### src/rtl/video_sync_pkg.sv
`default_nettype none
// ============================================================================
// Module      : video_sync_pkg
// Description : Shared types and helpers for the video_sync_delay block:
//               timing-bus struct, FSM state type, delay clamping and
//               pointer / config width derivation.
// Revision    : 1.0 - initial release
// ============================================================================
package video_sync_pkg;

  // Timing signals carried alongside the pixel bus (vs in the MSB).
  typedef struct packed {
    logic vs;
    logic hs;
    logic de;
  } sync_bus_t;

  // FILL : buffer refilling, outputs blanked.
  // RUN  : delayed data passed through, locked asserted.
  typedef enum logic [0:0] {
    FILL = 1'b0,
    RUN  = 1'b1
  } sync_state_e;

  // Default geometry, handy for callers that do not override parameters.
  localparam int DEFAULT_MAX_DELAY = 32;

  // Pointer width into a buffer of max_delay entries (at least one bit).
  function automatic int ptr_width(input int max_delay);
    int w;
    w = (max_delay > 1) ? $clog2(max_delay) : 1;
    return w;
  endfunction

  // Width of a delay value able to hold 0..2*max_delay-1.
  function automatic int cfg_width(input int max_delay);
    int w;
    w = ptr_width(max_delay) + 1;
    return w;
  endfunction

  localparam int DEFAULT_PTR_W = ptr_width(DEFAULT_MAX_DELAY);
  localparam int DEFAULT_CFG_W = cfg_width(DEFAULT_MAX_DELAY);

  // Map a requested delay onto the legal range 1..max_delay.
  function automatic int unsigned clamp_delay(input int unsigned cfg,
                                              input int unsigned max_delay);
    int unsigned d;
    if (cfg == 0) begin
      d = 1;
    end else if (cfg > max_delay) begin
      d = max_delay;
    end else begin
      d = cfg;
    end
    return d;
  endfunction

endpackage : video_sync_pkg
`default_nettype wire

### src/rtl/video_sync_delay_ram.sv
`default_nettype none
// ============================================================================
// Module      : sync_delay_ram
// Description : Simple dual-port buffer, DEPTH x WIDTH, synchronous write and
//               synchronous read. A read of the address written on the same
//               edge returns the new data (write-first), which the delay line
//               relies on for its shortest buffered delay.
// Ports       : clk      - clock
//               i_we     - write enable
//               i_waddr  - write address
//               i_wdata  - write data
//               i_re     - read enable (read register holds when low)
//               i_raddr  - read address
//               o_rdata  - registered read data
// Revision    : 1.0 - initial release
// ============================================================================
module sync_delay_ram
  import video_sync_pkg::*;
#(
  parameter int DEPTH  = 32,
  parameter int WIDTH  = 27,
  parameter int ADDR_W = ptr_width(DEPTH)
) (
  input  logic              clk,
  input  logic              i_we,
  input  logic [ADDR_W-1:0] i_waddr,
  input  logic [WIDTH-1:0]  i_wdata,
  input  logic              i_re,
  input  logic [ADDR_W-1:0] i_raddr,
  output logic [WIDTH-1:0]  o_rdata
);

  logic [WIDTH-1:0] r_mem [DEPTH];
  logic [WIDTH-1:0] r_rdata;

  // Storage is intentionally not reset; only entries written after a reset
  // are ever presented as valid data.
  always_ff @(posedge clk) begin
    if (i_we) begin
      r_mem[i_waddr] <= i_wdata;
    end
    if (i_re) begin
      if (i_we && (i_waddr == i_raddr)) begin
        r_rdata <= i_wdata;
      end else begin
        r_rdata <= r_mem[i_raddr];
      end
    end
  end

  assign o_rdata = r_rdata;

endmodule : sync_delay_ram
`default_nettype wire

### src/rtl/video_sync_delay.sv
`default_nettype none
// ============================================================================
// Module      : video_sync_delay
// Description : Runtime-programmable delay line for vs/hs/de plus a pixel
//               bus, built on a circular buffer. Outputs are blanked while the
//               buffer refills after reset or a delay change; locked reports
//               valid delayed data, cfg_pending an outstanding delay change.
// Options     : SYNC_DELAY_FRAME_ALIGN_EN - when defined, a pending delay
//               change is applied only on a rising (to active) vs_in edge.
// Ports       : clk          - clock
//               reset        - asynchronous, active-high reset
//               en           - pixel-clock enable, all state advances on en
//               delay_cfg    - requested delay in enabled cycles
//               vs_in/hs_in/de_in/pix_in     - timing and pixel input
//               vs_out/hs_out/de_out/pix_out - delayed timing and pixel
//               locked       - outputs carry valid delayed data
//               cfg_pending  - delay change requested but not yet applied
// Revision    : 1.0 - initial release
// ============================================================================
module video_sync_delay
  import video_sync_pkg::*;
#(
  parameter int MAX_DELAY        = 32,
  parameter int DEFAULT_DELAY    = 9,
  parameter int DATA_W           = 24,
  parameter int SYNC_ACTIVE_HIGH = 1
) (
  input  logic                       clk,
  input  logic                       reset,
  input  logic                       en,
  input  logic [$clog2(MAX_DELAY):0] delay_cfg,
  input  logic                       vs_in,
  input  logic                       hs_in,
  input  logic                       de_in,
  input  logic [DATA_W-1:0]          pix_in,
  output logic                       vs_out,
  output logic                       hs_out,
  output logic                       de_out,
  output logic [DATA_W-1:0]          pix_out,
  output logic                       locked,
  output logic                       cfg_pending
);

  localparam int                  c_PTR_W     = ptr_width(MAX_DELAY);
  localparam int                  c_CFG_W     = cfg_width(MAX_DELAY);
  localparam int                  c_WORD_W    = DATA_W + 3;
  localparam logic                c_ACT       = (SYNC_ACTIVE_HIGH != 0);
  localparam logic                c_INACT     = !c_ACT;
  localparam logic [c_CFG_W-1:0]  c_ONE_D     = c_CFG_W'(1);
  localparam logic [c_CFG_W-1:0]  c_DEF_D     = c_CFG_W'(DEFAULT_DELAY);
  localparam logic [c_PTR_W-1:0]  c_DEF_CNT   = c_PTR_W'(DEFAULT_DELAY - 1);
  localparam sync_state_e         c_RST_STATE = (DEFAULT_DELAY == 1) ? RUN : FILL;
  localparam sync_bus_t           c_BLANK_SYNC = '{vs: c_INACT, hs: c_INACT, de: 1'b0};

  // --------------------------------------------------------------------------
  // Registers
  // --------------------------------------------------------------------------
  sync_state_e          r_state;
  logic [c_PTR_W-1:0]   r_wp;
  logic [c_PTR_W-1:0]   r_cnt;
  logic [c_CFG_W-1:0]   r_d;
  logic                 r_init;
  logic                 r_pend;
  logic [c_CFG_W-1:0]   r_pend_val;
  sync_bus_t            r_out_sync;
  logic [DATA_W-1:0]    r_out_pix;
  logic                 r_locked;

  // --------------------------------------------------------------------------
  // Combinational signals
  // --------------------------------------------------------------------------
  sync_state_e          w_state_next;
  logic [c_PTR_W-1:0]   w_cnt_next;
  logic [c_CFG_W-1:0]   w_req;
  logic                 w_apply;
  logic [c_CFG_W-1:0]   w_d_next;
  logic [c_PTR_W-1:0]   w_d_low;
  logic [c_PTR_W-1:0]   w_raddr;
  sync_bus_t            w_sync_in;
  logic [c_WORD_W-1:0]  w_wdata;
  logic [c_WORD_W-1:0]  w_rdata;
  sync_bus_t            w_src_sync;
  logic [DATA_W-1:0]    w_src_pix;
  sync_bus_t            w_out_sync;
  logic [DATA_W-1:0]    w_out_pix;
  logic                 w_out_locked;

  // --------------------------------------------------------------------------
  // Delay change request / application
  // --------------------------------------------------------------------------
  assign w_req = c_CFG_W'(clamp_delay(32'(delay_cfg), MAX_DELAY));

`ifdef SYNC_DELAY_FRAME_ALIGN_EN
  logic r_vs_prev;
  logic w_vs_rise;

  // Previous enabled vs sample; reset to inactive so an already-active vs
  // after reset counts as a frame start.
  always_ff @(posedge clk or posedge reset) begin
    if (reset) begin
      r_vs_prev <= c_INACT;
    end else if (en) begin
      r_vs_prev <= vs_in;
    end
  end

  assign w_vs_rise = (vs_in == c_ACT) && (r_vs_prev != c_ACT);
  assign w_apply   = r_pend && w_vs_rise;
`else
  assign w_apply   = r_pend;
`endif

  // Delay in force after this edge; the read address and D=1 bypass use it
  // so that the first output after a change already reflects the new delay.
  assign w_d_next = w_apply ? r_pend_val : r_d;

  // Requests are compared against the delay in force after this edge: a
  // request equal to it is dropped, otherwise the latest value is kept.
  always_ff @(posedge clk or posedge reset) begin
    if (reset) begin
      r_d        <= c_DEF_D;
      r_pend     <= 1'b0;
      r_pend_val <= c_DEF_D;
    end else if (en) begin
      r_d        <= w_d_next;
      r_pend     <= (w_req != w_d_next);
      r_pend_val <= w_req;
    end
  end

  // --------------------------------------------------------------------------
  // Circular buffer
  // --------------------------------------------------------------------------
  always_ff @(posedge clk or posedge reset) begin
    if (reset) begin
      r_wp <= '0;
    end else if (en) begin
      r_wp <= r_wp + c_PTR_W'(1);
    end
  end

  assign w_sync_in = '{vs: vs_in, hs: hs_in, de: de_in};
  assign w_wdata   = {w_sync_in, pix_in};

  // The RAM read register plus the output register add one stage beyond the
  // nominal wp-(D-1) index, so the read runs one entry ahead: wp-D+2. For
  // D=2 that is the entry being written, served by the write-first read.
  assign w_d_low = w_d_next[c_PTR_W-1:0];
  assign w_raddr = r_wp - w_d_low + c_PTR_W'(2);

  sync_delay_ram #(
    .DEPTH  (MAX_DELAY),
    .WIDTH  (c_WORD_W),
    .ADDR_W (c_PTR_W)
  ) u_ram (
    .clk     (clk),
    .i_we    (en),
    .i_waddr (r_wp),
    .i_wdata (w_wdata),
    .i_re    (en),
    .i_raddr (w_raddr),
    .o_rdata (w_rdata)
  );

  // D=1 is a single register stage, so the input bypasses the buffer.
  always_comb begin
    w_src_sync = w_sync_in;
    w_src_pix  = pix_in;
    if (w_d_next != c_ONE_D) begin
      {w_src_sync, w_src_pix} = w_rdata;
    end
  end

  // --------------------------------------------------------------------------
  // FSM: state register
  // --------------------------------------------------------------------------
  always_ff @(posedge clk or posedge reset) begin
    if (reset) begin
      r_state <= c_RST_STATE;
      r_cnt   <= c_DEF_CNT;
      r_init  <= 1'b1;
    end else if (en) begin
      r_state <= w_state_next;
      r_cnt   <= w_cnt_next;
      r_init  <= 1'b0;
    end
  end

  // --------------------------------------------------------------------------
  // FSM: next state
  // The first enabled edge after reset plays the role of the apply edge, so
  // the counter is not decremented on it.
  // --------------------------------------------------------------------------
  always_comb begin
    w_state_next = r_state;
    w_cnt_next   = r_cnt;
    if (w_apply) begin
      w_cnt_next   = c_PTR_W'(r_pend_val - c_ONE_D);
      w_state_next = (r_pend_val == c_ONE_D) ? RUN : FILL;
    end else if ((r_state == FILL) && !r_init) begin
      if (r_cnt <= c_PTR_W'(1)) begin
        w_state_next = RUN;
        w_cnt_next   = '0;
      end else begin
        w_cnt_next   = r_cnt - c_PTR_W'(1);
      end
    end
  end

  // --------------------------------------------------------------------------
  // FSM: outputs (blanking mux ahead of the output register)
  // --------------------------------------------------------------------------
  always_comb begin
    w_out_sync   = c_BLANK_SYNC;
    w_out_pix    = '0;
    w_out_locked = 1'b0;
    if (w_state_next == RUN) begin
      w_out_sync   = w_src_sync;
      w_out_pix    = w_src_pix;
      w_out_locked = 1'b1;
    end
  end

  always_ff @(posedge clk or posedge reset) begin
    if (reset) begin
      r_out_sync <= c_BLANK_SYNC;
      r_out_pix  <= '0;
      r_locked   <= 1'b0;
    end else if (en) begin
      r_out_sync <= w_out_sync;
      r_out_pix  <= w_out_pix;
      r_locked   <= w_out_locked;
    end
  end

  assign vs_out      = r_out_sync.vs;
  assign hs_out      = r_out_sync.hs;
  assign de_out      = r_out_sync.de;
  assign pix_out     = r_out_pix;
  assign locked      = r_locked;
  assign cfg_pending = r_pend;

endmodule : video_sync_delay
`default_nettype wire
### config.mk
export PLATFORM = sky130hd
export DESIGN_NAME = video_sync_delay
export DESIGN_NICKNAME = d
export VERILOG_FILES = /design/src/rtl/video_sync_pkg.sv /design/src/rtl/video_sync_delay_ram.sv /design/src/rtl/video_sync_delay.sv
export SDC_FILE = /design/constraint.sdc
export NUM_CORES = 1
export LEC_CHECK = 0
export ABC_AREA = 1
export CAP_MARGIN = 20
export CORE_MARGIN = 2
export CORE_UTILIZATION = 40
export DETAILED_ROUTE_END_ITERATION = 7
export PLACE_DENSITY_LB_ADDON = 0.3
export SLEW_MARGIN = 20
export SYNTH_ARGS = -nofsm -noshare
export SYNTH_HDL_FRONTEND = slang
export SYNTH_SLANG_ARGS = --single-unit
### constraint.sdc
create_clock -name clk -period 8.7 [get_ports clk]
set_input_delay 1.74 -clock clk [delete_from_list [all_inputs] [get_ports clk]]
set_output_delay 1.74 -clock clk [all_outputs]
set_load 0.02 [all_outputs]
# [Word level (Yosys, flattened, before mapping)]
# Memories as Yosys holds them, arrays and structs flattened. A register that Yosys moved wholly into a read port is not among the register bits.
# Cells that the tools add are included.
# Widths: inputs -> output; s select.
[op_classes] n_addsub=5 bitwise=1 reduce_logical=5 order_cmp=2 n_eq_ne=3 mux=17
[ops] operator="$mux 24" count=2
[ops] operator="$mux 6" count=3
[ops] operator="$mux 5" count=3
[ops] operator="$sub 5x1->5 const B" count=2
[ops] operator="$mux 1" count=7
[ops] operator="$eq 6x1->1 const B" count=1
[ops] operator="$gt 6x6->1 const B" count=1
[ops] operator="$logic_not 6->1" count=1
[ops] operator="$mux 3" count=2
[ops] operator="$ne 6x1->1 const B" count=1
[ops] operator="$ne 6x6->1" count=1
[ops] operator="$add 5x1->5 const B" count=1
[ops] operator="$add 5x2->5 const B" count=1
[ops] operator="$le 5x1->1 const B" count=1
[ops] operator="$sub 5x5->5" count=1
[ops] operator="$reduce_and 2->1" count=1
[ops] operator="$reduce_bool 2->1" count=1
[ops] operator="$logic_and 1x1->1" count=1
[ops] operator="$logic_not 1->1" count=1
[ops] operator="$not 1->1" count=1
[totals] ram_bits=864 reg_bits=53 word_cells=46 mem_count=1
[mem_list] memory="u_ram.r_mem" words=32 word_bits=27 read_ports=1 rd_ports_with_merged_regs=1 write_ports=1 line_no="video_sync_delay_ram.sv:33" rtl="logic [WIDTH-1:0] r_mem [DEPTH];"

# [Logic depth before layout (Yosys ltp)]
[depth] ltp_word=5 depth_mapped=18 ltp_nobuf=15

# [Hierarchy]
# From an unflattened synthesis, not the netlist that was laid out.
[hier_totals] cells_unflattened=3455 area_unflattened_um2=39335.2
[modules_own_cells] mod="sync_delay_ram" cells_per_inst=3024 area_each_um2=36113.4 n_inst=1 seq_area_each_um2=26755.7
[modules_own_cells] mod="video_sync_delay" cells_per_inst=431 area_each_um2=3221.8 n_inst=1 seq_area_each_um2=1308.8

# [Worst setup path after synthesis]
# No wires, ideal clock.
[synth_timing] kind="input-to-reg" from="input port en" to="memory u_ram.r_mem[12][0], enable pin" arrival_time_ps=3606 required_time_ps=8289 n_path_buf=2 path_slack_ps=4683 cell_stages=4 cell_sequence="clkbuf_1 > clkbuf_1 > nand2_1 > nor2_1"
[synth_via] elab_chain_cells=2
[synth_lines] element="start, declared" line_no="video_sync_delay.sv:30" rtl="input logic en,"
[synth_lines] element="$mux 1" line_no="video_sync_delay_ram.sv:39" rtl="if (i_we) begin"
[synth_lines] element="$mux 1 (implied by the code)" line_no="video_sync_delay_ram.sv:40" rtl="r_mem[i_waddr] <= i_wdata;"
[synth_lines] element="end, declared" line_no="video_sync_delay_ram.sv:33"
# Every way passes these cells.

# [Final worst setup path]
[layout_timing] from="register r_pend (netlist: cfg_pending)" to="register u_ram.r_rdata[6] (netlist: u_ram.o_rdata[6]) (read register of u_ram.r_mem), data pin"
[layout_via] elab_chain_cells=3
[layout_lines] element="start, declared" line_no="video_sync_delay.sv:63" rtl="logic r_pend;"
[layout_lines] element="start signal, assigned" line_no="video_sync_delay.sv:126" rtl="r_pend <= (w_req != w_d_next);"
[layout_lines] element="$mux 6" line_no="video_sync_delay.sv:115" rtl="assign w_d_next = w_apply ? r_pend_val : r_d;"
[layout_lines] element="net w_d_next[0]" line_no="video_sync_delay.sv:76" rtl="logic [c_CFG_W-1:0] w_d_next;"
[layout_lines] element="$sub 5x5->5" line_no="video_sync_delay.sv:149" rtl="assign w_raddr = r_wp - w_d_low + c_PTR_W'(2);"
[layout_lines] element="$add 5x2->5" line_no="video_sync_delay.sv:149"
[layout_lines] element="end, declared" line_no="video_sync_delay_ram.sv:34" rtl="logic [WIDTH-1:0] r_rdata;"
# The timed path passes the listed nets, and every way through them passes these cells.
# A chain may end at the register's enable or synchronous reset.

==> qor.log <==
INFO  min_path       whs_path_depth=2
INFO  placement      dp.cells=4,657
INFO  timing         final.period_utilization=56.7%
INFO  status         run_status=finished, final reports clean
INFO  placement      post-dp-hpwl=55,400um
INFO  min_path       hp_class=reg -> reg
INFO  timing         max_slew_margin=14.1%
INFO  detailed_routing wirelength_routed=107,000um
INFO  cts            postCtsSetupRepairBufs=0
INFO  global_route   grt_overflow=0
INFO  placement      io_buffers=64
INFO  floorplanning  start_util=40.4%
INFO  run            max_cap_violations=0
INFO  cts            cts_tree=yes
INFO  synthesis      syn-num-nets=3,501
INFO  floorplanning  floorplan.die.height=317um
INFO  finish         final_cells=4,832
INFO  synthesis      ys_ff_latch=943
INFO  detailed_routing avgViaCountPerCell=5.39
INFO  critical_path  timing.reg2reg.setup_slack=3.77ns
INFO  timing         slew_viol_final=0
INFO  finish         n_antenna_cell=0
INFO  synthesis      syn_area_per_cell=11.4um^2
INFO  cts            cts.clk_slew.worst_paths=0.06ns
INFO  synthesis      proportion_of_register_bits_with_asynchronous_set_or_reset_after_synthesis=5.51%
INFO  synthesis      seq_area_frac_synth=71.6%
INFO  critical_path  worst_path_max_delay_cell=sky130_fd_sc_hd__ha_4
INFO  placement      detailed_place.area=41,500um^2
INFO  critical_path  worst_r2r_path_depth=15
INFO  global_route   grt_first_pass_wirelength=159,000um
INFO  critical_path  reg2reg_to=u_ram.o_rdata[6]$_DFFE_PP_
INFO  critical_path  setup.worst_path.start_class=register
INFO  timing         setup_repair_after_global_routing_missed_its_margin=false
INFO  placement      place.gp.congestion=0.822
INFO  detailed_routing drt_initial_violations=3,278
INFO  synthesis      synthMostInstantiatedCell=sky130_fd_sc_hd__nand2_1
INFO  floorplanning  dieArea=101,000um^2
INFO  synthesis      synth_enable_flop_cells=891
INFO  finish         signed_area_change_from_the_synthesized_netlist_to_the_final_layout=13.4%
INFO  global_route   number_of_global_route_vias_before_repair=24,553
INFO  cts            cts_num_sinks=943
INFO  power_and_ir_drop power=18.1mW
INFO  synthesis      postSynth.topFlopCell=sky130_fd_sc_hd__edfxtp_1
INFO  critical_path  setup.worst_path.end_class=register
INFO  critical_path  critical_path.most_common_cell=sky130_fd_sc_hd__nand3_1
INFO  power_and_ir_drop power_density=407nW/um^2
INFO  synthesis      synth_commonest_cells=sky130_fd_sc_hd__nand2_1 (1,288), sky130_fd_sc_hd__edfxtp_1 (891), sky130_fd_sc_hd__nand3_1 (808)
INFO  power_and_ir_drop relative_contribution_of_combinational_cells_to_total_power=47.4%
INFO  global_route   grt_start_max_net_pins=199
INFO  finish         final_layout_size_suffix_gt1_share=8.61%
INFO  critical_path  critical_path.max_fanout=64
INFO  cts            cts_max_path_buffers=3
INFO  floorplanning  fp-row-count=114
INFO  finish         final_util=45.8%
INFO  global_route   antenna_violations_before_repair=2
INFO  power_and_ir_drop clock_power_share=21.9%
INFO  power_and_ir_drop netSwitchingPower=8.05mW
INFO  min_path       whs_endpoint=r_init$_DFFE_PP1P_
INFO  min_path       min_from=r_init$_DFFE_PP1P_
INFO  global_route   grt_util_all_layers=21.2%
INFO  timing         hold_viol_final=0
INFO  cts            clk-insertion-delay-late=0.65ns
INFO  critical_path  r2r-start=cfg_pending$_DFFE_PP0P_
INFO  synthesis      synth_cells=3,449
INFO  power_and_ir_drop vdd.ir_drop.worst=0.497mV
INFO  synthesis      synthTopCellsByArea=sky130_fd_sc_hd__edfxtp_1 (68%), sky130_fd_sc_hd__nand2_1 (12%), sky130_fd_sc_hd__nand3_1 (10%), sky130_fd_sc_hd__dfrtp_1 (2.9%), sky130_fd_sc_hd__buf_2 (0.97%)
INFO  timing         fin_setup_tns=0ns
INFO  floorplanning  horiz_die_dim=317um
INFO  timing         worst_slew_pin_slew=1.29ns
INFO  synthesis      netlist_cell_types=38
INFO  critical_path  worst-path-buf-inv=4
INFO  floorplanning  design.core.area=97,000um^2
INFO  detailed_routing drt-pass1-iter-count=6
INFO  detailed_routing ant_nets=0
INFO  cts            cts-htree-levels=3
INFO  finish         layout.cell_area.non_filler=44,500um^2
INFO  timing         fmaxAchievable=0.203GHz
INFO  critical_path  crit_type=reg -> reg
INFO  detailed_routing drcViolationCount=0
INFO  critical_path  critical-path-max-stage-delay=0.81ns
INFO  critical_path  critical_path_start=cfg_pending$_DFFE_PP0P_
INFO  synthesis      post-synth-top-area-fraction=68.2%
INFO  floorplanning  ios=65
INFO  cts            tritoncts.num_buffers=94
INFO  timing         final.min_clock_period=4.93ns
INFO  synthesis      synth_area=39,200um^2
INFO  timing         setup_viol=0
INFO  critical_path  cp_cell_sequence=inv_2, nor2_2, nor2_4, ha_4, inv_1, ha_4, buf_4, buf_4, nand3_1, nand3_1, nand2_1, nand2_1, nand3_1, nand3_1, nand2_1
INFO  cts            ctsRootBufferMaster=sky130_fd_sc_hd__clkbuf_16
INFO  detailed_routing detail_route.wl_per_cell=22.1um
INFO  detailed_routing routed-via-count=26,043
INFO  critical_path  cp_data_arrival_time=5.34ns
INFO  cts            postCtsResizedCells=0
INFO  timing         worst_clock_skew=0.0200ns
INFO  critical_path  timing.critical_path.max_delay_family=buffers and inverters
INFO  power_and_ir_drop power_frac_seq=30.7%
INFO  power_and_ir_drop switching_share=44.5%
INFO  cts            cts.hold.buffers_added=0
INFO  power_and_ir_drop p_int=10.1mW
INFO  synthesis      synth_largest_area_cell=sky130_fd_sc_hd__edfxtp_1
INFO  critical_path  critPathRequiredTime=9.11ns
INFO  synthesis      synthesis.yosys.warnings=0
INFO  finish         fin_nets=3,529
INFO  power_and_ir_drop power_leakage=16.3nW
[flip-flops by register name, summed over array words and instances (netlist names)]
register       count
u_ram.r_mem      864
u_ram.o_rdata     27
pix_out           24
r_d                6
r_pend_val         6
r_cnt              5
r_wp               5
cfg_pending        1
de_out             1
hs_out             1
r_init             1
r_state            1
vs_out             1
[placed cells by master, fill, tap and decap left out, types with 3 or more instances in the layout]
cell	count
sky130_fd_sc_hd__nand2_1	1288
sky130_fd_sc_hd__edfxtp_1	891
sky130_fd_sc_hd__nand3_1	808
sky130_fd_sc_hd__clkbuf_16	98
sky130_fd_sc_hd__buf_4	69
sky130_fd_sc_hd__clkdlybuf4s50_1	60
sky130_fd_sc_hd__dfrtp_1	46
sky130_fd_sc_hd__nor2_4	35
sky130_fd_sc_hd__inv_1	33
sky130_fd_sc_hd__clkinv_1	24
sky130_fd_sc_hd__nand3_2	22
sky130_fd_sc_hd__nor2_1	21
sky130_fd_sc_hd__o21ai_0	21
sky130_fd_sc_hd__clkbuf_1	21
sky130_fd_sc_hd__ha_1	13
sky130_fd_sc_hd__clkinv_2	13
sky130_fd_sc_hd__nand2_2	11
sky130_fd_sc_hd__xor2_1	7
sky130_fd_sc_hd__clkbuf_8	7
sky130_fd_sc_hd__a21oi_1	6
sky130_fd_sc_hd__dfstp_2	6
sky130_fd_sc_hd__inv_2	5
sky130_fd_sc_hd__bufinv_16	5
sky130_fd_sc_hd__buf_16	4
sky130_fd_sc_hd__buf_12	4
sky130_fd_sc_hd__buf_2	3
[power by group through the flow]
stage	registers (mW)	logic [mW]	clock network (mW)
after floorplan	5.65	5.76	0
after global placement	5.65	8.41	0
after detailed placement	5.66	8.49	0
after CTS	5.56	8.54	4.01
after global routing	5.59	9.44	4.18
final	5.56	8.58	3.97
[worst max path at each step]
| stage | endpoint | slack (ns) | cells after the start |
|---|---|---|---|
| floorplan | u_ram.r_mem[12][0]$_DFFE_PP_ | 4.68 | 4 |
| detailed placement | u_ram.o_rdata[6]$_DFFE_PP_ | 3.78 | 15 |
| global route | u_ram.o_rdata[6]$_DFFE_PP_ | 3.44 | 15 |
| global placement | u_ram.o_rdata[24]$_DFFE_PP_ | 3.55 | 14 |
| finish | u_ram.o_rdata[6]$_DFFE_PP_ | 3.77 | 15 |
| CTS | u_ram.o_rdata[6]$_DFFE_PP_ | 3.79 | 15 |
[cell type report]
class	count	area [um^2]
Clock buffer	126	2630
Clock inverter	49	372
Fill cell	8810	52500
Inverter	41	171
Multi-Input combinational cell	2257	10300
Sequential cell	943	28100
Tap cell	1276	1600
Timing Repair Buffer	140	1320
[routing by layer]
layer  vias to the layer above  global-route usage [%]  wire length [um]
met4                         0                    6.37              2950
li1                      12091                       -                 -
met1                     12700                    31.2             46600
met5                         -                       0                 0
met2                      1080                    32.7             48600
met3                       172                    2.92              8550
[per-stage QoR]
step / worst slack [ns] / hold WS [ns]
finish: 3.77 / 0.456
global route: 3.44 / 0.489
CTS: 3.79 / 0.455
detailed placement: 3.78 / 0.445
global placement: 3.55 / 0.436
floorplan: 4.68 / 0.423
[worst min-delay path: cells and delay by family (launching register included)]
family / cells / cell delay (ns)
DFF: 1 / 0.38
and+or+nand+nor: 1 / 0.03
buffers and inverters: 1 / 0.05
[kinds of logic after synthesis]
| family | count (synthesis) | synth area share, % |
|---|---|---|
| xor+xnor | 10 | 0.243 |
| fa+ha+maj | 16 | 0.530 |
| buf+inv | 249 | 2.88 |
| flops | 943 | 71.6 |
| simple gates | 2195 | 24.3 |
| compound gates | 36 | 0.520 |
(Power assumes the default switching activity.)
